<file path="src/rtl/ifu_fetch_if.sv">
// Instruction-memory request/acknowledge bus between the fetch unit (master) and instruction memory (slave).
interface ifu_fetch_if;
  logic        req;
  logic [31:0] addr;
  logic        ack;
  logic [31:0] rdata;

  modport master (output req, output addr, input ack, input rdata);
  modport slave  (input req, input addr, output ack, output rdata);
endinterface

</file>
<file path="src/rtl/ifu_fetch.sv">
// Instruction fetch unit: holds the PC, fetches over a req/ack bus, and steps to the decoder-selected next PC.
// Optional IFU_ALIGN_CHK_EN: a misaligned next-PC halts the unit with a sticky align error instead of truncating.
module ifu_fetch #(
  parameter logic [31:0] RESET_PC = 32'h0000_3000,
  parameter int unsigned CNT_W    = 16
) (
  input  logic             i_clk,
  input  logic             i_rst,
  ifu_fetch_if.master      imem,
  output logic [31:0]      o_code,
  output logic             o_code_valid,
  input  logic             i_stall,
  input  logic             i_npc_sel,
  input  logic             i_zero,
  input  logic             i_jsome,
  input  logic             i_jr,
  input  logic [31:0]      i_ra_data,
  output logic [31:0]      o_pc,
  output logic [31:0]      o_pc4,
  output logic [CNT_W-1:0] o_instr_cnt,
  output logic             o_align_err
);

`ifdef IFU_ALIGN_CHK_EN
  typedef enum logic [1:0] {ST_FETCH = 2'd0, ST_WAIT = 2'd1, ST_EXEC = 2'd2, ST_HALT = 2'd3} state_t;
`else
  typedef enum logic [1:0] {ST_FETCH = 2'd0, ST_WAIT = 2'd1, ST_EXEC = 2'd2} state_t;
`endif

  state_t             r_state;
  state_t             w_state_nxt;
  logic [31:0]        r_pc;
  logic [31:0]        w_pc_nxt;
  logic [31:0]        r_code;
  logic [31:0]        w_code_nxt;
  logic [CNT_W-1:0]   r_cnt;
  logic [CNT_W-1:0]   w_cnt_nxt;
  logic               r_code_valid;
  logic               r_align_err;
  logic               w_align_nxt;
  logic               r_post_rst;
  logic [31:0]        w_pc4;
  logic [31:0]        w_br_tgt;
  logic [31:0]        w_jmp_tgt;
  logic [31:0]        w_npc;

  assign w_pc4     = r_pc + 32'd4;
  assign w_br_tgt  = w_pc4 + {{14{r_code[15]}}, r_code[15:0], 2'b00};
  assign w_jmp_tgt = {w_pc4[31:28], r_code[25:0], 2'b00};

  // Next-PC select, highest priority first.
  always_comb begin
    w_npc = w_pc4;
    if (i_jr) begin
      w_npc = i_ra_data;
    end else if (i_jsome) begin
      w_npc = w_jmp_tgt;
    end else if (i_npc_sel && i_zero) begin
      w_npc = w_br_tgt;
    end else begin
      w_npc = w_pc4;
    end
  end

  // Fetch/execute sequencing. r_post_rst drops an ack that may belong to a request abandoned by reset.
  always_comb begin
    w_state_nxt = r_state;
    w_pc_nxt    = r_pc;
    w_code_nxt  = r_code;
    w_cnt_nxt   = r_cnt;
    w_align_nxt = r_align_err;
    case (r_state)
      ST_FETCH: begin
        if (imem.ack && !r_post_rst) begin
          w_code_nxt  = imem.rdata;
          w_state_nxt = ST_EXEC;
        end else begin
          w_state_nxt = ST_WAIT;
        end
      end
      ST_WAIT: begin
        if (imem.ack) begin
          w_code_nxt  = imem.rdata;
          w_state_nxt = ST_EXEC;
        end else begin
          w_state_nxt = ST_WAIT;
        end
      end
      ST_EXEC: begin
        if (i_stall) begin
          w_state_nxt = ST_EXEC;
        end else begin
`ifdef IFU_ALIGN_CHK_EN
          if (w_npc[1:0] != 2'b00) begin
            w_align_nxt = 1'b1;
            w_state_nxt = ST_HALT;
          end else begin
            w_pc_nxt    = w_npc;
            w_cnt_nxt   = r_cnt + CNT_W'(1);
            w_state_nxt = ST_FETCH;
          end
`else
          w_pc_nxt    = w_npc & 32'hFFFF_FFFC;
          w_cnt_nxt   = r_cnt + CNT_W'(1);
          w_state_nxt = ST_FETCH;
`endif
        end
      end
`ifdef IFU_ALIGN_CHK_EN
      ST_HALT: begin
        w_state_nxt = ST_HALT;
      end
`endif
      default: begin
        w_state_nxt = ST_FETCH;
      end
    endcase
  end

  // State and datapath registers; reset overrides every other input.
  always_ff @(posedge i_clk) begin
    if (i_rst) begin
      r_state      <= ST_FETCH;
      r_pc         <= RESET_PC;
      r_code       <= 32'h0000_0000;
      r_cnt        <= '0;
      r_code_valid <= 1'b0;
      r_align_err  <= 1'b0;
      r_post_rst   <= 1'b1;
    end else begin
      r_state      <= w_state_nxt;
      r_pc         <= w_pc_nxt;
      r_code       <= w_code_nxt;
      r_cnt        <= w_cnt_nxt;
      r_code_valid <= (w_state_nxt == ST_EXEC);
      r_align_err  <= w_align_nxt;
      r_post_rst   <= 1'b0;
    end
  end

  assign imem.req     = ((r_state == ST_FETCH) || (r_state == ST_WAIT)) && !i_rst;
  assign imem.addr    = r_pc;
  assign o_code       = r_code;
  assign o_code_valid = r_code_valid;
  assign o_pc         = r_pc;
  assign o_pc4        = w_pc4;
  assign o_instr_cnt  = r_cnt;
  assign o_align_err  = r_align_err;

endmodule
</file>
<file path="src/flat_wrapper.sv">
// flat-port wrapper written by rule: the top's interface ports become plain ports
module ifu_fetch_flat 
#(
  parameter logic [31:0] RESET_PC = 32'h0000_3000,
  parameter int unsigned CNT_W    = 16
)
  (i_clk, i_rst, o_code, o_code_valid, i_stall, i_npc_sel, i_zero, i_jsome, i_jr, i_ra_data, o_pc, o_pc4, o_instr_cnt, o_align_err, imem_req, imem_addr, imem_ack, imem_rdata);
  ifu_fetch_if imem_i ();
  input  logic i_clk;
  input  logic i_rst;
  output logic [31:0] o_code;
  output logic o_code_valid;
  input  logic i_stall;
  input  logic i_npc_sel;
  input  logic i_zero;
  input  logic i_jsome;
  input  logic i_jr;
  input  logic [31:0] i_ra_data;
  output logic [31:0] o_pc;
  output logic [31:0] o_pc4;
  output logic [CNT_W-1:0] o_instr_cnt;
  output logic o_align_err;
  output wire logic [$bits(imem_i.req)-1:0] imem_req;
  output wire logic [$bits(imem_i.addr)-1:0] imem_addr;
  input wire logic [$bits(imem_i.ack)-1:0] imem_ack;
  input wire logic [$bits(imem_i.rdata)-1:0] imem_rdata;
  assign imem_req = imem_i.req;
  assign imem_addr = imem_i.addr;
  assign imem_i.ack = imem_ack;
  assign imem_i.rdata = imem_rdata;
  ifu_fetch #(.RESET_PC(RESET_PC), .CNT_W(CNT_W)) u_core (.i_clk(i_clk), .i_rst(i_rst), .imem(imem_i), .o_code(o_code), .o_code_valid(o_code_valid), .i_stall(i_stall), .i_npc_sel(i_npc_sel), .i_zero(i_zero), .i_jsome(i_jsome), .i_jr(i_jr), .i_ra_data(i_ra_data), .o_pc(o_pc), .o_pc4(o_pc4), .o_instr_cnt(o_instr_cnt), .o_align_err(o_align_err));
endmodule
</file>
<file path="config.mk">
export PLATFORM = sky130hd
export DESIGN_NAME = ifu_fetch_flat
export DESIGN_NICKNAME = d
export VERILOG_FILES = /design/src/rtl/ifu_fetch_if.sv /design/src/rtl/ifu_fetch.sv /design/src/flat_wrapper.sv
export SDC_FILE = /design/constraint.sdc
export NUM_CORES = 1
export LEC_CHECK = 0
export CELL_PAD_IN_SITES_DETAIL_PLACEMENT = 2
export CELL_PAD_IN_SITES_GLOBAL_PLACEMENT = 2
export CORE_MARGIN = 5
export CORE_UTILIZATION = 23
export DETAILED_ROUTE_END_ITERATION = 16
export PLACE_DENSITY_LB_ADDON = 0.1
export SETUP_SLACK_MARGIN = 0.3
export SKIP_LAST_GASP = 1
export SLEW_MARGIN = 40
export SYNTH_ARGS = -nofsm -noshare
export SYNTH_HDL_FRONTEND = slang
export SYNTH_SLANG_ARGS = --single-unit
export TNS_END_PERCENT = 100
</file>
<file path="constraint.sdc">
create_clock -name i_clk -period 3.4 [get_ports i_clk]
set_clock_uncertainty 0.1 [all_clocks]
set_input_delay 0.34 -clock i_clk [delete_from_list [all_inputs] [get_ports i_clk]]
set_output_delay 0.34 -clock i_clk [all_outputs]
set_load 0.005 [all_outputs]
</file>
Word-level counts from Yosys, hierarchy flattened --
Cells that the tools add are included.
Word-level totals: bits of input ports 72, register bits 82, word-level logic and storage cells 36
Cells by class: multiplexer cells 11, bitwise gates (word level) 1, reductions and logical operators 10, $add $sub $neg 3, equal/unequal tests 5
Operators with widths (count):
- two-way mux 32 bit | 5
- case mux 32 bit (2 select lines) | 1
- adder 32 x 3 -> 32 bit (second input constant) | 1
- adder 32 bit | 1
- adder 16 x 1 -> 16 bit (second input constant) | 1
- two-way mux 2 bit | 3
- case mux 2 bit (3 select lines) | 1
- == test 2 bit (second input constant) | 2
- logical AND 1 bit | 3
- AND reduction 3 bit | 1
- == test 2 x 1 -> 1 bit (second input constant) | 1
- logical NOT 1 bit | 2
- logical NOT 2 bit | 1
- inequality test 2 x 1 -> 1 bit (second input constant) | 1
- inequality test 2 bit (second input constant) | 1
- AND reduction 2 bit | 1
- nonzero test 2 bit | 1
- logical OR 1 bit | 1
- two-way mux 1 bit | 1
- inverter 1 bit | 1

Depth between registers and ports, before layout --
Gate-level depths: netlist of the first run.
depth after elaboration 5, mapped depth 16

Worst setup path before layout of the first run --
OpenSTA, ideal clock, no wires.
kind register to register, start point register u_core.r_pc[2], in the netlist u_core.imem.addr[2], end point register u_core.r_pc[31], in the netlist u_core.imem.addr[31], period minus slack after synthesis 3.485 ns, data arrival time 3.253 ns, path buffers 1, setup time 0.133 ns, required time 3.167 ns, setup slack -0.085 ns, cell stages (with the launch flop) 17, cell sequence dfxtp_1 -> ha_1 -> and4_4 -> nand4bb_4 -> nor2_4 -> and3_1 -> xor2_1 -> ha_1 -> clkbuf_1 -> a21oi_1 -> o211ai_1 -> a211oi_1 -> o21bai_1 -> and2_1 -> a221oi_2 -> mux2i_1 -> a31oi_1
Between the ends: word-level cells in the longest chain between the ends 5
RTL lines:
- from (decl) | line ifu_fetch.sv:32 | logic [31:0] r_pc;
- from (signal assigned) | line ifu_fetch.sv:132 | r_pc <= w_pc_nxt;
- adder 32 x 3 -> 32 bit | line ifu_fetch.sv:47 | assign w_pc4 = r_pc + 32'd4;
- via o_pc4[24] | line flat_wrapper.sv:20 | output logic [31:0] o_pc4;
- adder 32 bit | line ifu_fetch.sv:48 | assign w_br_tgt = w_pc4 + {{14{r_code[15]}}, r_code[15:0], 2'b00};
- two-way mux 32 bit | line ifu_fetch.sv:58 | end else if (i_npc_sel && i_zero) begin
- two-way mux 32 bit | line ifu_fetch.sv:56 | end else if (i_jsome) begin
- two-way mux 32 bit | line ifu_fetch.sv:54 | if (i_jr) begin
The timed path passes the listed nets, and every way through them passes these cells. A chain may end at the register's enable or synchronous reset.

Worst setup path after layout of the first run --
start point register u_core.r_pc[3], in the netlist u_core.imem.addr[3], end point register u_core.r_pc[26], in the netlist u_core.imem.addr[26]
Between the ends: word-level cells in the longest chain between the ends 5
RTL lines (line):
- adder 32 x 3 -> 32 bit (*) | ifu_fetch.sv:47
- adder 32 bit | ifu_fetch.sv:48
- two-way mux 32 bit (*) | ifu_fetch.sv:58
- two-way mux 32 bit (*) | ifu_fetch.sv:56
- two-way mux 32 bit (*) | ifu_fetch.sv:54
Mark *: on every way between the ends. The rest lies on a longest branch, timed or not.

==> impl_summary.txt, run 1 <==
----------------------------------------------------
[GRT]
  GR Layer Usage met3 ... 5.020%
  Largest net degree at the start of global routing ... 46
  Routing layer with the top usage in global route ... met2
  Global route overflow ... 0
  Via count of the first global-routing pass ... 7894
  First-pass GRT wire length ... 47780 um
  Total Routing Usage GR ... 19.62%
  Met1 track utilization from global routing ... 27.93%
  Met2 track demand over resource ... 30.74%
  Initial antenna violation count ... 5

[CTS]
  TritonCTS Buffers ... 9
  Clock tree buffer depth ... 2
  Later-pin clock latency in the skew report ... 350 ps
  Depth of the CTS H-tree ... 3
  Clock input transition at the sequential cells of the worst setup and hold paths ... 80 ps
  Root buffer cell ... clkbuf_16
  Number of sinks driven by the clock tree ... 82
  TritonCTS clock tree ... built

[Finish]
  Share of final-layout standard cells stronger than drive strength 1 ... 30.50%
  Antenna fix cells ... 0
  Post-route core utilization ... 40.23%
  Final net count ... 1269
  Count of fill cells added during filler insertion ... 3122
  Synth-to-Final Area Change ... 73.96%
  Layout Cell Area excl Fill ... 11120 um^2

[Power and ir drop]
  Power density of the placed cells ... 268.5 nW/um^2
  Static leakage ... 4.486 nW
  Maximum ir drop on the vdd rail ... 0.2154 mV

[Place]
  Routability congestion estimate ... 0.8073
  HPWL after detailed placement ... 24400 um
  PortBufs ... 209
  Instance area at placement ... 9758 um^2

[Routing]
  Routed vias/inst ... 4.816
  TritonRoute pass-1 iters ... 4
  Average wire length per cell after detail routing ... 20.79 um
  Final routed DRC violation total ... 0
  Final routed wirelength across all metal layers ... 32060 um
  Vias after detailed routing ... 7427
  Count of routing violations after the opening detailed-route iteration ... 236
  Remaining antenna violation count ... 0

[Status]
  Violations in the final reports ... setup timing
  Outcome ... finished with violations

[Yosys]
  Register area share after synthesis ... 25.69%
  Cell type contributing the most total cell area after synthesis ... dfxtp_1
  Top cells by count, synth ... nand2_1 (129), a21oi_1 (85), dfxtp_1 (82)
  Cell types occupying the most area after synthesis ... dfxtp_1 (26%), nand2_1 (7.6%), ha_1 (7.2%), a21oi_1 (6.7%), buf_4 (4.3%)
  Count of different cell masters after synthesis ... 83
  Post-synthesis cell area ... 6390 um^2
  Number of synthesized flops with an enable pin ... 0
  Synth warnings ... 0
  Fraction of registers with async set/reset ... 0%
  Most frequent cell after synthesis ... nand2_1
  Top-area cell type share of the netlist area ... 25.69%
  Mean area per synthesized cell ... 7.708 um^2
  Main flop type after synthesis ... dfxtp_1
  #FFs+latches synth ... 82
  Number of cells produced by synthesis ... 829

[Timing]
  Ratio of final minimum period to clock period ... 104.4%
  Final hold violation count ... 0
  Worst hold-check slack ... 355.3 ps
  Tightest slew margin relative to the limit ... 48.25%
  RSZ-0062 raised after global routing ... true
  Max Freq ... 281.6 MHz
  Actual transition at the worst max-transition pin ... 776.2 ps
  Final slew viol count ... 0
  Least setup slack across all paths after layout ... -150.5 ps
  Final count of negative-setup-slack endpoints ... 11
  Final critical-path required period ... 3551 ps

[Worst setup path]
  Critical-path maximum fanout ... 4
  Endpoint type of the worst setup path ... register
  Required time at the endpoint of the critical path ... 3580 ps
  Critical path class ... reg2reg
  Data arrival time at the worst-slack endpoint ... 3730 ps
  Kind of start point of the critical path ... register

[Die]
  Standard-cell row count ... 61
  Core Box Area ... 27630 um^2
  Height of the chip ... 176.7 um
  Initial Util ... 23.13%
  DIE WIDTH ... 176.7 um
  Die Footprint ... 31220 um^2
  I/O pin cnt ... 219

[Flow run]
  Max-cap violations ... 0

[Min path]
  Hold Crit Class ... reg2reg

----------------------------------------------------
## kinds of logic (layout without fill, tap and decap cells)
logic type      after synthesis  count (layout)  share of synthesized area [%]
simple gates                306             306                          23.71
compound gates              245             245                          25.77
buf+inv                      92             421                          7.734
flops                        82              82                          25.69
xor+xnor                     61              61                          8.831
fa+ha+maj                    38              38                          7.558
mux                           4               4                         0.6462
other cells                   1               7                        0.05869
## final timing paths
| check | startpoint | to | slack [ps] | cells after the start |
|---|---|---|---|---|
| max | u_core.imem.addr[3] | u_core.imem.addr[26] | -150 | 16 |
| min | u_core.o_code[28] | u_core.o_code[28] | 360 | 2 |
| max reg2reg | u_core.imem.addr[3] | u_core.imem.addr[26] | -150 | 16 |
| min reg2reg | u_core.o_code[28] | u_core.o_code[28] | 360 | 2 |
## power breakdown
part | switching (mW) | internal [mW]
clock network | 0.472 | 0.659
logic | 0.393 | 0.414
registers | 0.0480 | 0.999
total | 0.912 | 2.07
## metrics by stage
step                worst slack, ps  setup TNS (ps)  cells  total power [mW]
global placement             -113.0          -654.8   1487             1.782
detailed placement           -205.6           -1037   1487             1.793
floorplan                     206.3               0    835             1.386
finish                       -150.5          -724.2   1542             2.985
CTS                          -107.8          -293.1   1519             2.991
global route                 -313.5           -3133   1542             3.130
## final cells by class
cell class                 count  area [um^2]  area share [%]
clock buffer                   9        225.2           2.026
timing repair buffer         393         3528           31.74
inverter                      12        45.04          0.4052
tap                          378        473.0           4.255
multi-input combinational    661         5074           45.64
sequential                    82         1664           14.97
clock inverter                 7        106.4          0.9568
## per-layer routing
| layer | wire (um) | share of wire (%) | vias to the layer above |
|---|---|---|---|
| li1 | - | - | 3599 |
| met3 | 1772 | 5.5 | 31 |
| met1 | 15570 | 49 | 3646 |
| met2 | 14340 | 45 | 141 |
| met4 | 308 | 0.96 | 10 |
| met5 | 63 | 0.20 | - |
## registers in the layout, indices dropped and copies added, names as in the netlist
name                 flops
u_core.o_code_valid      1
u_core.r_state           2
u_core.r_post_rst        1
u_core.o_code           32
u_core.imem.addr        30
u_core.o_instr_cnt      16
## layout by cell type, fill, tap and decap left out, types with 10 or more instances in the layout
cell type / n
ha_4: 11
buf_4: 171
nand3_1: 18
xnor2_2: 14
ha_1: 23
clkdlybuf4s50_1: 206
and3_1: 19
nor2_1: 57
dfxtp_1: 70
o21a_1: 14
xnor2_1: 17
inv_1: 12
a211oi_1: 11
a21oi_1: 76
o211ai_1: 10
buf_6: 14
nand2_1: 125
xor2_1: 20
o21ai_0: 23
## worst max-delay path: stages (launching register included)
cell and delay, ps:
dfxtp_4 380, ha_4 140, and4_4 220, buf_4 110
nand4_1 140, xnor2_2 330, ha_4 270, buf_4 140
and4_1 180, and4bb_2 250, a221oi_2 220, buf_4 180
nor2_4 50, nor4b_2 280, o21a_1 180, o221ai_2 100
a211oi_2 220
## what timing repair did
item / 4_1_cts / 5_1_grt
gates resized for setup: 89 / 50
hold buffers: 0 / 0
buffers inserted: 16 / 23
pin swaps: 67 / 61
setup endpoints to repair: 25 / 27
No activity file was read; power rests on OpenSTA's default activity.
==> run 2, diff against run 1 <==
- CTS_CLUSTER_SIZE: default -> 16
==> results of run 2 <==
Same layout as run 1: the final DEF is identical, and so are final timing and power.
